[src/rtl/clint_responder.sv]
// Core-local interruptor responder: msip, 64-bit mtime/mtimecmp, fixed one-cycle response.
// Define CLINT_RTC_PRESCALE_EN to tick mtime once per rtc_div clocks instead of every clock.
module clint_responder #(
    parameter logic [31:0] clint_base_addr = 32'h0200_0000,
    parameter logic [31:0] clint_top_addr  = 32'h0200_C000,
    parameter int unsigned rtc_div         = 10
) (
    input  logic        clock,
    input  logic        reset,
    input  logic        clint_valid,
    input  logic        clint_instr,
    input  logic [31:0] clint_addr,
    input  logic [31:0] clint_wdata,
    input  logic [3:0]  clint_wstrb,
    output logic [31:0] clint_rdata,
    output logic        clint_ready,
    output logic        clint_msip,
    output logic        clint_mtip,
    output logic [63:0] clint_mtime
);

    localparam logic [31:0] OffMsip      = 32'h0000_0000;
    localparam logic [31:0] OffMtimecmpL = 32'h0000_4000;
    localparam logic [31:0] OffMtimecmpH = 32'h0000_4004;
    localparam logic [31:0] OffMtimeL    = 32'h0000_BFF8;
    localparam logic [31:0] OffMtimeH    = 32'h0000_BFFC;

    typedef enum logic {StIdle, StResp} state_e;

    state_e      state_q, state_d;
    logic [31:0] rdata_q, rdata_d;
    logic        msip_q, msip_d;
    logic        mtip_q, mtip_d;
    logic [63:0] mtime_q, mtime_d;
    logic [63:0] mtimecmp_q, mtimecmp_d;
    logic        tick;

    logic [31:0] offset;
    logic        in_window;
    logic        rd_req;
    logic        wr_en;

    assign offset    = clint_addr - clint_base_addr;
    assign in_window = (clint_addr >= clint_base_addr) && (clint_addr < clint_top_addr);
    // Fetches are always reads, whatever the strobes say.
    assign rd_req    = clint_valid && (clint_instr || (clint_wstrb == 4'b0000));
    assign wr_en     = clint_valid && !clint_instr && (clint_wstrb != 4'b0000) && in_window;

    function automatic logic [31:0] merge_bytes(input logic [31:0] old_word,
                                                input logic [31:0] new_word,
                                                input logic [3:0]  strb);
        logic [31:0] res;
        for (int i = 0; i < 4; i++) begin
            res[i*8 +: 8] = strb[i] ? new_word[i*8 +: 8] : old_word[i*8 +: 8];
        end
        return res;
    endfunction

`ifdef CLINT_RTC_PRESCALE_EN
    localparam int unsigned CntW = (rtc_div > 1) ? $clog2(rtc_div) : 1;
    localparam logic [CntW-1:0] CntMax = CntW'(rtc_div - 1);

    logic [CntW-1:0] prescale_q, prescale_d;

    always_comb begin
        tick       = (prescale_q == CntMax);
        prescale_d = tick ? '0 : prescale_q + 1'b1;
    end

    always_ff @(posedge clock) begin
        if (!reset) begin
            prescale_q <= '0;
        end else begin
            prescale_q <= prescale_d;
        end
    end
`else
    assign tick = 1'b1;
`endif

    always_comb begin
        state_d = state_q;
        unique case (state_q)
            StIdle:  if (clint_valid) state_d = StResp;
            StResp:  if (!clint_valid) state_d = StIdle;
            default: state_d = StIdle;
        endcase
    end

    // Read data reflects register contents before this edge's update.
    always_comb begin
        rdata_d = '0;
        if (rd_req && in_window) begin
            case (offset)
                OffMsip:      rdata_d = {31'b0, msip_q};
                OffMtimecmpL: rdata_d = mtimecmp_q[31:0];
                OffMtimecmpH: rdata_d = mtimecmp_q[63:32];
                OffMtimeL:    rdata_d = mtime_q[31:0];
                OffMtimeH:    rdata_d = mtime_q[63:32];
                default:      rdata_d = '0;
            endcase
        end
    end

    always_comb begin
        msip_d     = msip_q;
        mtimecmp_d = mtimecmp_q;
        mtime_d    = mtime_q + {63'b0, tick};
        if (wr_en) begin
            case (offset)
                OffMsip: if (clint_wstrb[0]) msip_d = clint_wdata[0];
                OffMtimecmpL: mtimecmp_d[31:0] =
                    merge_bytes(mtimecmp_q[31:0], clint_wdata, clint_wstrb);
                OffMtimecmpH: mtimecmp_d[63:32] =
                    merge_bytes(mtimecmp_q[63:32], clint_wdata, clint_wstrb);
                // A software write to mtime overrides that cycle's increment entirely.
                OffMtimeL: mtime_d = {mtime_q[63:32],
                                      merge_bytes(mtime_q[31:0], clint_wdata, clint_wstrb)};
                OffMtimeH: mtime_d = {merge_bytes(mtime_q[63:32], clint_wdata, clint_wstrb),
                                      mtime_q[31:0]};
                default: ;
            endcase
        end
        mtip_d = (mtime_d >= mtimecmp_d);
    end

    always_ff @(posedge clock) begin
        if (!reset) begin
            state_q    <= StIdle;
            rdata_q    <= '0;
            msip_q     <= 1'b0;
            mtip_q     <= 1'b0;
            mtime_q    <= '0;
            mtimecmp_q <= '1;
        end else begin
            state_q    <= state_d;
            rdata_q    <= rdata_d;
            msip_q     <= msip_d;
            mtip_q     <= mtip_d;
            mtime_q    <= mtime_d;
            mtimecmp_q <= mtimecmp_d;
        end
    end

    assign clint_ready = (state_q == StResp);
    assign clint_rdata = rdata_q;
    assign clint_msip  = msip_q;
    assign clint_mtip  = mtip_q;
    assign clint_mtime = mtime_q;

endmodule
[config.mk]
export PLATFORM = sky130hd
export DESIGN_NAME = clint_responder
export DESIGN_NICKNAME = d
export VERILOG_FILES = /design/src/rtl/clint_responder.sv
export SDC_FILE = /design/constraint.sdc
export NUM_CORES = 1
export LEC_CHECK = 0
export ABC_CLOCK_PERIOD_IN_PS = 5900
export CAP_MARGIN = 10
export CORE_MARGIN = 2
export CORE_UTILIZATION = 32
export DETAILED_ROUTE_END_ITERATION = 16
export HOLD_SLACK_MARGIN = 0.12
export MAX_ROUTING_LAYER = met4
export PLACE_DENSITY = 0.5
export SYNTH_ARGS = -nofsm -noshare
export SYNTH_HDL_FRONTEND = slang
export SYNTH_SLANG_ARGS = --single-unit
[constraint.sdc]
create_clock -name clock -period 5.9 [get_ports clock]
set_input_delay 1.77 -clock clock [delete_from_list [all_inputs] [get_ports clock]]
set_output_delay 1.77 -clock clock [all_outputs]
set_load 0.005 [all_outputs]
==> flow_metrics.env, run 1 <==
export IMPL_r2r_slack_ns=1.38
export IMPL_yosys_area_top_type_share=0.3387
export IMPL_ant_nets=0
export IMPL_post_drt_via_cell_ratio=5.567
export IMPL_start_util=0.3251
export IMPL_clk_pin_slew_ns=0.07
export IMPL_r2r_start="clint_mtime[19]$_SDFF_PN0_"
export IMPL_numCtsBuffers=17
export IMPL_fp_dieW_um=177.5
export IMPL_dp_cells=1820
export IMPL_hold_path_end="mtimecmp_q[57]$_SDFF_PN1_"
export IMPL_finalClockSkew_ns=0.01562
export IMPL_netlist_area_um2=9635
export IMPL_ys_ff_latch=163
export IMPL_holdCritPathClass="flip-flop to flip-flop"
export IMPL_layout_common_cells="168 x clkdlybuf4s50_1, 163 x dfxtp_1, 154 x nand2_1"
export IMPL_path_class="primary input to flip-flop"
export IMPL_grt_pass1_vias=10174
export IMPL_hpwl_um=30310
export IMPL_layout_worst_path_cycle_share=0.9620
export IMPL_powerDensity_nw_per_um2=179.7
export IMPL_max_freq_mhz=176.2
export IMPL_avgSynthCellArea_um2=8.214
export IMPL_dpl_cell_area_um2=12770
export IMPL_rsz0062_at_grt="false"
export IMPL_clkPwrFrac=0.482
export IMPL_cp_required_ns=6.26
export IMPL_p_leak_nw=5.452
export IMPL_routedWlPerCell_um=21.76
export IMPL_ir_worst_vdd_uv=168.8
export IMPL_firstDrtPassIters=7
export IMPL_drc=0
export IMPL_p_int_mw=1.800
export IMPL_startpoint_type="primary input"
export IMPL_period_needed_ns=5.676
export IMPL_yosys_warnings=0
export IMPL_grt_max_degree=77
export IMPL_outcome="complete, no violations"
export IMPL_design_area_um2=13390
export IMPL_cts_buffer_depth=2
export IMPL_antenna_found_initial=1
export IMPL_slowest_delay_ns=0.54
export IMPL_finalSetupViolCount=0
export IMPL_drtIter0Drc=791
export IMPL_diodes=0
export IMPL_coreArea_um2=29640
export IMPL_io_pins=171
export IMPL_synth_area_leaders="dfxtp_1 34%, ha_1 8.6%, mux2i_1 6.9%, nand2_1 6.0%, nand3_1 4.1%"
export IMPL_cp_end_kind="flip-flop"
export IMPL_pwr_share_comb=0.059
export IMPL_ys_seq_area_frac=0.3387
export IMPL_cts_tree="yes"
export IMPL_seqPwrFrac=0.459
export IMPL_insertion_delay_ns=0.44
export IMPL_ys_flop_type="dfxtp_1"
export IMPL_die_y_um=177.5
export IMPL_r2r_end="clint_mtip$_SDFF_PN0_"
export IMPL_rr_worst_depth=16
export IMPL_grtUsageTotal=0.2661
export IMPL_p_sw_mw=0.6061
export IMPL_synthCells=1173
export IMPL_cap_violations=0
export IMPL_crit_arrival_ns=6.04
export IMPL_row_count=63
export IMPL_drive_gt1_frac=0.1457
export IMPL_syn_to_final_growth_pct=38.97
export IMPL_cts_root_buf="clkbuf_16"
export IMPL_cpLargestDelayFamily="simple AND/OR/NAND/NOR gates"
export IMPL_cts_sinks=163
export IMPL_cts_max_level=4
export IMPL_postRouteWirelength_um=40290
export IMPL_synth_edf_count=0
export IMPL_fin_util=0.4518
export IMPL_postCtsSetupRepairBufs=0
export IMPL_portBuffers=170
export IMPL_hold_viol=0
export IMPL_grt_pass1_wl_um=61760
export IMPL_fin_cells=1852
export IMPL_synth_cell_type_count=69
export IMPL_tightest_slew_ns=0.8522
export IMPL_grt_ovfl_total=0
export IMPL_final_common_cell="clkdlybuf4s50_1"
export IMPL_async_reset_ff_frac=0
export IMPL_die_area_um2=31520
export IMPL_num_vias=10310
export IMPL_holdBufCountCts=0
export IMPL_syn_num_nets=1311
export IMPL_yosysTopAreaCell="dfxtp_1"
export IMPL_swShare=0.2519
export IMPL_gp_congestion=0.8853
export IMPL_nets=1587
export IMPL_cp_slowest_cell="or4_4"
export IMPL_path_common_cell="buf_4"
export IMPL_relSlewSlack=0.4318
export IMPL_hold_depth=2
export IMPL_min_from="mtimecmp_q[57]$_SDFF_PN1_"
export IMPL_crit_cells=19
export IMPL_cp_cell_sequence="clkdlybuf4s50_1 -> nand4b_1 -> or4_4 -> buf_4 -> nor4_4 -> buf_12 -> buf_4 -> nand3_1 -> nand3_1 -> nand2_1 -> ha_1 -> buf_4 -> nand2_1 -> or3_1 -> nor4_1 -> buf_4 -> o21ai_0 -> o22ai_1 -> o21bai_1"
export IMPL_critical_path_max_fanout=12
export IMPL_path_buf_inv=6
export IMPL_slew_viol_final=0
==> cell usage after synthesis (all sizes together) (8+ instances only) <==
| cell | n |
|---|---|
| o211ai | 19 |
| o21ai | 71 |
| nor3 | 38 |
| and2 | 50 |
| nor2 | 81 |
| ha | 66 |
| a21o | 8 |
| a22o | 32 |
| nand2 | 154 |
| nor4 | 20 |
| nand4 | 21 |
| buf | 11 |
| and3 | 14 |
| inv | 19 |
| o21a | 11 |
| mux2i | 66 |
| a21oi | 46 |
| a211oi | 14 |
| o22ai | 9 |
| dfxtp | 163 |
| clkbuf | 46 |
| a22oi | 31 |
| nand3 | 80 |
| or4 | 11 |
==> worst register-to-register path, stage by stage, from the launching register on <==
cell,delay [ns]
dfxtp_1,0.53
nand3_2,0.17
or4_4,0.53
or4_4,0.59
nand2b_4,0.19
or4_4,0.54
nand3_1,0.12
nand2_1,0.07
ha_1,0.29
buf_4,0.10
nand2_1,0.07
or3_1,0.38
nor4_1,0.35
buf_4,0.20
o21ai_0,0.10
o22ai_1,0.11
o21bai_1,0.11
==> power by group through the flow <==
stage | Combinational (mW) | Sequential [mW] | Clock, mW
after floorplan | 0.0392 | 1.13 | 0
after global placement | 0.140 | 1.13 | 0
after detailed placement | 0.140 | 1.13 | 0
after CTS | 0.140 | 1.10 | 1.18
after global routing | 0.151 | 1.11 | 1.22
final | 0.142 | 1.11 | 1.16
==> layer usage <==
metal,vias to the layer above,global-route usage,share of wire
met1,4942,0.3515,0.46
li1,4944,-,-
met2,367,0.4201,0.46
met3,57,0.03278,0.056
met5,-,-,0
met4,0,0.09016,0.027
==> timing repair <==
action,in CTS,in global routing
setup endpoints to repair,1,1
resized for setup,2,7
endpoints found under the hold margin,0,0
pin swaps,0,3
==> final cells by class <==
cell class / count / area (um2)
tap: 390 / 488.0
clock inverter: 13 / 151.4
fill: 3041 / 16250
timing repair buffer: 314 / 2851
sequential: 163 / 3263
inverter: 20 / 75.07
clock buffer: 19 / 432.9
multi-input combinational: 933 / 6128
==> stage by stage <==
stage | hold WS (ns) | power, mW | worst slack [ns] | setup TNS, ns
after CTS | 0.5100 | 2.425 | 0.05230 | 0
final | 0.5076 | 2.406 | 0.2239 | 0
after global placement | 0.4909 | 1.271 | -0.2529 | -0.2529
after global routing | 0.5444 | 2.475 | 0.04139 | 0
after floorplan | 0.4628 | 1.168 | 0.4005 | 0
after detailed placement | 0.4923 | 1.270 | -0.4930 | -0.4930
==> cell families (layout without fill, tap and decap cells) <==
logic type,Yosys count,count (layout),synth area share
AND/OR/NAND/NOR,503,503,0.2605
AO/OA/AOI/OAI,295,295,0.2109
flip-flops,163,163,0.3387
buffers and inverters,77,366,0.03246
multiplexers,68,68,0.07090
adder cells (fa/ha/maj),66,66,0.08570
XOR/XNOR,1,1,0.0009091
==> worst max-delay path by stage <==
stage | start | endpoint | slack, ns
2_1_floorplan | clint_addr[14] | clint_mtip$_SDFF_PN0_ | 0.40
3_3_place_gp | clint_addr[14] | clint_mtip$_SDFF_PN0_ | -0.25
3_5_place_dp | clint_addr[4] | clint_mtip$_SDFF_PN0_ | -0.49
4_1_cts | clint_addr[14] | clint_mtip$_SDFF_PN0_ | 0.05
5_1_grt | clint_addr[5] | clint_mtip$_SDFF_PN0_ | 0.04
6_report | clint_addr[14] | clint_mtip$_SDFF_PN0_ | 0.22
==> registers in the layout (all words and copies together) (netlist names) <==
register     cells
clint_mtip       1
clint_mtime     64
clint_rdata     32
clint_msip       1
mtimecmp_q      64
clint_ready      1
Note: power is estimated with default switching activity, not from simulation.
==> inputs of run 2 (changes only) <==
- ABC_AREA: not set -> 1
- MAX_ROUTING_LAYER: met4 -> not set
- PLACE_DENSITY: 0.5 -> 0.48
==> flow_metrics.env, run 2 <==
export IMPL_nets=2332
export IMPL_io_pins=171
export IMPL_num_vias=14027
export IMPL_ys_flop_type="dfxtp_1"
export IMPL_hpwl_um=44010
export IMPL_die_area_um2=39900
export IMPL_outcome="complete, no violations"
export IMPL_numCtsBuffers=17
export IMPL_synth_area_leaders="dfxtp_1 27%, nand2_1 17%, nor2_1 9.6%, inv_1 7.6%, ha_1 6.7%"
export IMPL_ir_worst_vdd_uv=207.0
export IMPL_relSlewSlack=0.4273
export IMPL_drc=0
export IMPL_clk_pin_slew_ns=0.07
export IMPL_dp_cells=2686
export IMPL_met2_usage=0.4478
export IMPL_cts_root_buf="clkbuf_16"
export IMPL_layout_common_cells="539 x nand2_1, 314 x nor2_1, 248 x inv_1"
export IMPL_cts_buffer_depth=2
export IMPL_portBuffers=170
export IMPL_swShare=0.2503
export IMPL_synth_most_common_cell="nand2_1"
export IMPL_synth_top_cells_by_count="540 x nand2_1, 314 x nor2_1, 248 x inv_1, 163 x dfxtp_1, 140 x o21ai_0"
export IMPL_layout_worst_path_cycle_share=0.8858
export IMPL_antenna_found_initial=0
export IMPL_cts_max_level=4
export IMPL_netlist_area_um2=12260
export IMPL_ys_seq_area_frac=0.2661
export IMPL_cp_required_ns=6.31
export IMPL_drive_gt1_frac=0.06434
export IMPL_ant_nets=0
export IMPL_grt_pass1_vias=13409
export IMPL_fin_ws_ns=0.6736
export IMPL_path_class="primary input to flip-flop"
export IMPL_fp_dieW_um=199.8
export IMPL_period_needed_ns=5.226
export IMPL_cap_violations=0
export IMPL_async_reset_ff_frac=0
export IMPL_die_y_um=199.8
export IMPL_rsz0062_at_grt="false"
export IMPL_cts_sinks=163
export IMPL_power_total_mw=2.468
export IMPL_row_count=71
export IMPL_postCtsSetupRepairBufs=0
export IMPL_yosys_warnings=0
export IMPL_crit_path_start="clint_addr[25]"
export IMPL_insertion_delay_ns=0.47
export IMPL_place_worst_setup_slack_ns=0.2725
export IMPL_seqPwrFrac=0.448
export IMPL_cp_end_kind="flip-flop"
export IMPL_dpl_cell_area_um2=14540
export IMPL_hold_viol=0
export IMPL_synthCells=2049
export IMPL_cts_repair_resized=0
export IMPL_pwr_share_comb=0.071
export IMPL_grtUsageMet1=0.3847
export IMPL_grt_pass1_wl_um=83370
export IMPL_syn_to_final_growth_pct=23.32
export IMPL_avgSynthCellArea_um2=5.985
export IMPL_cts_tree="yes"
export IMPL_p_int_mw=1.850
export IMPL_grtUsageTotal=0.2858
export IMPL_design_area_um2=15120
export IMPL_critical_path_max_fanout=15
export IMPL_crit_end="clint_mtip$_SDFF_PN0_"
export IMPL_diodes=0
export IMPL_startpoint_type="primary input"
export IMPL_yosys_area_top_type_share=0.2661
export IMPL_finalSetupViolCount=0
export IMPL_tightest_slew_ns=0.8525
export IMPL_busiest_layer="met2"
export IMPL_grt_ovfl_total=0
export IMPL_setup_tns_ns=0
export IMPL_start_util=0.3256
export IMPL_clkPwrFrac=0.481
export IMPL_rr_worst_depth=20
export IMPL_postRouteWirelength_um=56660
export IMPL_firstDrtPassIters=6
export IMPL_synth_cell_type_count=38
export IMPL_routedWlPerCell_um=20.85
export IMPL_holdCritPathClass="flip-flop to flip-flop"
export IMPL_grt_max_degree=58
export IMPL_gp_congestion=0.9614
export IMPL_final_common_cell="nand2_1"
export IMPL_use_met3=0.05376
export IMPL_fin_cells=2718
export IMPL_drtIter0Drc=1239
export IMPL_crit_arrival_ns=5.64
export IMPL_yosysTopAreaCell="dfxtp_1"
export IMPL_r2r_start="clint_mtime[20]$_SDFF_PN0_"
export IMPL_post_drt_via_cell_ratio=5.161
export IMPL_r2r_slack_ns=1.45
export IMPL_synth_edf_count=0
export IMPL_max_freq_mhz=191.3
export IMPL_p_sw_mw=0.6177
export IMPL_p_leak_nw=6.978
export IMPL_slew_viol_final=0
export IMPL_powerDensity_nw_per_um2=163.2
export IMPL_syn_num_nets=2187
export IMPL_finalClockSkew_ns=0.01076
export IMPL_holdBufCountCts=0
export IMPL_ys_ff_latch=163
export IMPL_r2r_end="clint_mtip$_SDFF_PN0_"
export IMPL_coreArea_um2=37670
## run 2: cell count changes after synthesis, sizes merged, moves of 53 or more
cell and change:
inv +257, nor2 +247, nand2 +396, a21oi +53
o21ai +148, mux2i -66
## run 2: worst min path at each step
stage	startpoint	endpoint	slack, ns	depth (start not counted)
2_1_floorplan	mtimecmp_q[45]$_SDFF_PN1_	mtimecmp_q[45]$_SDFF_PN1_	0.45	2
3_3_place_gp	mtimecmp_q[13]$_SDFF_PN1_	mtimecmp_q[13]$_SDFF_PN1_	0.48	2
3_5_place_dp	mtimecmp_q[13]$_SDFF_PN1_	mtimecmp_q[13]$_SDFF_PN1_	0.49	2
4_1_cts	mtimecmp_q[13]$_SDFF_PN1_	mtimecmp_q[13]$_SDFF_PN1_	0.50	2
5_1_grt	mtimecmp_q[45]$_SDFF_PN1_	mtimecmp_q[45]$_SDFF_PN1_	0.52	2
6_report	mtimecmp_q[45]$_SDFF_PN1_	mtimecmp_q[45]$_SDFF_PN1_	0.50	2
## run 2: routing by layer
metal | vias up | wire (um) | share of wire
li1 | 6870 | - | -
met2 | 578 | 24540 | 0.43
met5 | - | 0 | 0
met4 | 0 | 2269 | 0.040
met1 | 6481 | 25740 | 0.45
met3 | 98 | 4112 | 0.073
## run 2: layout make-up
cell class / count / area, um2
Tap cell: 511 / 639.4
Clock inverter: 10 / 132.6
Sequential cell: 163 / 3263
Clock buffer: 22 / 454.2
Timing Repair Buffer: 207 / 2037
Inverter: 276 / 1037
Multi-Input combinational cell: 1529 / 7560
Fill cell: 4248 / 22540
## run 2: cells by family (layout without fill, tap and decap cells)
family | Yosys count | after routing | share of synthesized area
simple gates | 1090 | 1090 | 0.3779
compound gates | 357 | 357 | 0.1587
buf+inv | 357 | 515 | 0.1186
flops | 163 | 163 | 0.2661
fa+ha+maj | 66 | 66 | 0.06734
xor+xnor | 16 | 16 | 0.01143
## run 2: worst max-delay path, cell delays in order
cell and delay, ns:
clkdlybuf4s50_1 0.52, inv_1 0.07, ha_1 0.28, nand3_1 0.07, nor2_1 0.14, nand2_2 0.08, nor2_4 0.17, nand2_4 0.13
nor2_8 0.32, nand2_2 0.29, o21ai_1 0.19, inv_1 0.07, ha_1 0.29, nand2_1 0.08, nor2_1 0.14, nand3_1 0.23
nor3_1 0.20, buf_4 0.17, and3b_1 0.18, nand2_1 0.05, nand3_1 0.07, nand2_1 0.05, inv_1 0.06
## run 2: power by group through the flow
stage | combinational [mW] | sequential [mW] | clock (mW)
5_1_grt | 0.188 | 1.11 | 1.24
3_5_place_dp | 0.173 | 1.13 | 0
2_1_floorplan | 0.0745 | 1.13 | 0
4_1_cts | 0.174 | 1.11 | 1.21
3_3_place_gp | 0.174 | 1.13 | 0
6_report | 0.176 | 1.11 | 1.19
## run 2: per-stage QoR
| step | hold slack (ns) | util |
|---|---|---|
| floorplan | 0.4477 | - |
| global placement | 0.4771 | 0.3859 |
| detailed placement | 0.4855 | 0.3859 |
| CTS | 0.5013 | 0.4015 |
| global route | 0.5186 | 0.4015 |
| finish | 0.4957 | 0.4015 |
